$ cat src/rtl/swi_debouncer.sv
// Two-flop synchroniser plus per-bit debounce filter for the raw SWI switch bus.
// Produces a clean switch bus and registered one-cycle rise/fall/change strobes.
module swi_debouncer #(
   parameter int NBITS           = 8,
   parameter int DEBOUNCE_CYCLES = 4
) (
   input  logic             clk_2,
   input  logic             rst_n,
   input  logic [NBITS-1:0] swi_raw,
   output logic [NBITS-1:0] swi_db,
   output logic [NBITS-1:0] swi_rise,
   output logic [NBITS-1:0] swi_fall,
   output logic             swi_chg
);

   localparam int              CNT_W    = $clog2(DEBOUNCE_CYCLES + 1);
   localparam logic [CNT_W-1:0] CNT_LAST = CNT_W'(DEBOUNCE_CYCLES - 1);

   logic [NBITS-1:0] r_sync1;
   logic [NBITS-1:0] r_sync2;
   logic [NBITS-1:0] r_db;
   logic [NBITS-1:0] r_rise;
   logic [NBITS-1:0] r_fall;
   logic [CNT_W-1:0] r_cnt [NBITS];

   logic [NBITS-1:0] w_differ;
   logic [NBITS-1:0] w_expire;

   // A bit qualifies on the sample that completes DEBOUNCE_CYCLES disagreements.
   always_comb begin
      // NOTE: defaults come first so every path assigns and no latch is inferred.
      w_differ = r_sync2 ^ r_db;
      w_expire = '0;
      for (int i = 0; i < NBITS; i++) begin
         w_expire[i] = w_differ[i] && (r_cnt[i] == CNT_LAST);
      end
   end

   always_ff @(posedge clk_2) begin
      // NOTE: non-blocking assignments only, so every flop samples pre-edge values.
      if (!rst_n) begin
         r_sync1 <= '0;
         r_sync2 <= '0;
         r_db    <= '0;
         r_rise  <= '0;
         r_fall  <= '0;
         // NOTE: the counter array is reset too, so a partial count never survives reset.
         for (int i = 0; i < NBITS; i++) begin
            r_cnt[i] <= '0;
         end
      end else begin
         r_sync1 <= swi_raw;
         r_sync2 <= r_sync1;
         r_db    <= r_db ^ w_expire;
         r_rise  <= w_expire & r_sync2;
         r_fall  <= w_expire & ~r_sync2;
         for (int i = 0; i < NBITS; i++) begin
            if (!w_differ[i] || w_expire[i]) begin
               r_cnt[i] <= '0;
            end else begin
               r_cnt[i] <= r_cnt[i] + CNT_W'(1);
            end
         end
      end
   end

   assign swi_db   = r_db;
   assign swi_rise = r_rise;
   assign swi_fall = r_fall;
   assign swi_chg  = |(r_rise | r_fall);

endmodule
$ cat config.mk
export PLATFORM = sky130hd
export DESIGN_NAME = swi_debouncer
export DESIGN_NICKNAME = d
export VERILOG_FILES = /design/src/rtl/swi_debouncer.sv
export SDC_FILE = /design/constraint.sdc
export NUM_CORES = 1
export LEC_CHECK = 0
export BUFFER_PORTS_ARGS = -buffer_cell sky130_fd_sc_hd__buf_2
export CORE_ASPECT_RATIO = 1.2
export CORE_UTILIZATION = 45
export DETAILED_ROUTE_END_ITERATION = 12
export HOLD_SLACK_MARGIN = 0.03
export PLACE_DENSITY = 0.64
export REMOVE_ABC_BUFFERS = 1
export SYNTH_ARGS = -nofsm -noshare
export SYNTH_HDL_FRONTEND = slang
export SYNTH_SLANG_ARGS = --single-unit
$ cat constraint.sdc
create_clock -name clk_2 -period 1.7 [get_ports clk_2]
set_input_delay 0.085 -clock clk_2 [delete_from_list [all_inputs] [get_ports clk_2]]
set_output_delay 0.085 -clock clk_2 [all_outputs]
set_load 0.03 [all_outputs]
==> impl_metrics.yaml <==
run_status:
  run_status: "complete, no violations"
layout:
  layout.nets: 294
  area_growth_pct: 23.5
  fin_util_pct: 58.8
  final_cell_count_no_fill: 335
  final_common_cell: "dfxtp_1"
  drive_above_1_share_pct: 24.9
  layout_common_cells: "dfxtp_1, buf_2, edfxtp_1, conb_1"
  diodes: 0
clock_tree:
  numCtsBuffers: 9
  h-tree-depth: 3
  ctsHoldBuffers: 8
  clkTransAtPathRegs_ps: 70
  clk_latency_ps: 320
  clockRootBuffer: "clkbuf_8"
  cts_tree: "built"
  post_cts_buffers: 0
  cts_resized: 0
  clockBufferDepth: 2
  clock-sinks: 64
power:
  power_frac_seq_pct: 54.0
  swShare_pct: 20.5
  p_clk_share_pct: 41.0
  internal_power_w: 0.00244
  power.switching_w: 0.000630
  irDropWorstVdd_v: 0.000590
  cellLeakagePower_nw: 1.35
  pwr-share-comb_pct: 5.0
  cellPowerDensity_nw_per_um2: 966
  total_power_w: 0.00307
route:
  drt_iter0_drc: 30
  wl_per_cell_um: 10.7
  firstDrtPassIters: 6
  antenna_left: 0
  drc: 0
  via_per_inst: 4.55
  num_vias: 1523
  wirelength_mm: 3.60
worst_setup_path:
  critPathMaxFanout: 2
  end_kind: "output port"
  required_ps: 1620
  cp-start-kind: "flop"
  worst_ep_arrival_time_ps: 1420
  critPathKind: "reg2out"
grt:
  grt_pass1_vias: 1485
  use_met1_pct: 15.7
  grt_max_degree: 19
  grt-ovfl-total: 0
  use_met3_pct: 3.56
  grt.total_usage_pct: 13.7
  top_usage_layer: "met2"
  grt_pass1_wl_mm: 6.20
  grtUsageMet2_pct: 22.1
  antenna_found_initial: 0
die:
  die_h_um: 84.9
  core-area_sq_um: 5410
  io_pins: 35
  die_x_um: 71.1
  start_util_pct: 47.6
  rows: 29
  dieArea_sq_um: 6030
place:
  place_inst: 311
  dp_hpwl_mm: 2.63
  gp_congestion: 0.730
  numPortBuffers: 34
timing:
  timing.fmax_ghz: 0.666
  rsz0062_at_grt: "no"
  worst_hold_slack_ps: 194
  timing.setup.tns_ps: 0
  hold_violations: 0
  setup_viol: 0
  slew_violations: 0
  post-route-period-util_pct: 88.3
  min_period_ps: 1500
  finClkSkew_ps: 4.62
logic_synthesis:
  syn_inst: 194
  yosysWarnings: 0
  synth_cell_types: 22
  yosysSeqAreaShare_pct: 59.1
  ys_ff_latch: 64
  syn_area_per_cell_sq_um: 13.3
  syn_area_sq_um: 2570
min_path:
  hp-class: "in2reg"
flow_run:
  maxCapViolations: 0
## final timing paths
| path | slack (ps) | endpoint | startpoint | depth (start not counted) |
|---|---|---|---|---|
| max | 200 | swi_chg | swi_rise[1]$_SDFF_PN0_ | 3 |
| min | 190 | swi_fall[2]$_SDFF_PN0_ | rst_n | 3 |
| max reg2reg | 210 | r_cnt[0][7]$_SDFFCE_PN0P_ | r_cnt[0][6]$_SDFFCE_PN0P_ | 4 |
| min reg2reg | 430 | r_sync2[1]$_SDFF_PN0_ | r_sync1[1]$_SDFF_PN0_ | 1 |
## metal layers
metal / wire [um] / share of wire [%]
met2: 1680 / 47
met4: 76 / 2.1
met3: 146 / 4.1
met1: 1690 / 47
met5: 0 / 0
## synth_stat cells
master | n | area (sq um)
nor3_1 | 16 | 80.1
edfxtp_1 | 24 | 721
nand2_4 | 6 | 67.6
mux2i_1 | 8 | 80.1
nand2b_1 | 6 | 37.5
clkbuf_1 | 2 | 7.51
nor3b_2 | 12 | 150
nor2b_1 | 7 | 43.8
and2_1 | 16 | 100
or2b_1 | 2 | 15.0
conb_1 | 1 | 3.75
dfxtp_1 | 40 | 801
nand4_1 | 1 | 6.26
buf_12 | 1 | 20.0
nor4_1 | 4 | 25.0
buf_6 | 1 | 11.3
and2b_1 | 1 | 7.51
nand2_1 | 2 | 7.51
xnor2_1 | 8 | 70.1
inv_1 | 8 | 30.0
nor3b_1 | 12 | 90.1
ha_1 | 16 | 200
## layout make-up
| type | count | area, sq um |
|---|---|---|
| Clock inverter | 2 | 8.76 |
| Timing Repair Buffer | 44 | 278 |
| Fill cell | 492 | 2230 |
| Inverter | 8 | 30.0 |
| Sequential cell | 64 | 1520 |
| Multi-Input combinational cell | 141 | 1070 |
| Tap cell | 62 | 77.6 |
| Clock buffer | 14 | 194 |
## critical path, stage by stage (launching register included)
cell and delay, ps:
dfxtp_1 310, nor4_1 440, nand4_1 140, buf_2 200
## power by group through the flow
stage | clock [W] | sequential, W | combinational (W)
after global routing | 0.00136 | 0.00166 | 0.000179
after detailed placement | 0 | 0.00169 | 0.000141
after floorplan | 0 | 0.00169 | 0.0000895
after CTS | 0.00130 | 0.00166 | 0.000155
after global placement | 0 | 0.00169 | 0.000139
final | 0.00126 | 0.00166 | 0.000154
## logic make-up (layout without fill, tap and decap cells)
group	count (synthesis)	count (layout)	share of synthesized area, %
XOR/XNOR	8	8	2.72
adder cells (fa/ha/maj)	16	16	7.77
buffers and inverters	12	68	2.67
flip-flops	64	64	59.1
multiplexers	8	8	3.11
other	1	24	0.146
AND/OR/NAND/NOR	85	85	24.5
## metrics by stage
| step | setup WS (ps) | cell area, sq um |
|---|---|---|
| CTS | 67.2 | 3180 |
| global placement | 281 | 2900 |
| detailed placement | 226 | 2900 |
| global route | 2.01 | 3180 |
| finish | 198 | 3180 |
| floorplan | 334 | 2620 |
No activity file was read; power rests on OpenSTA's default activity.
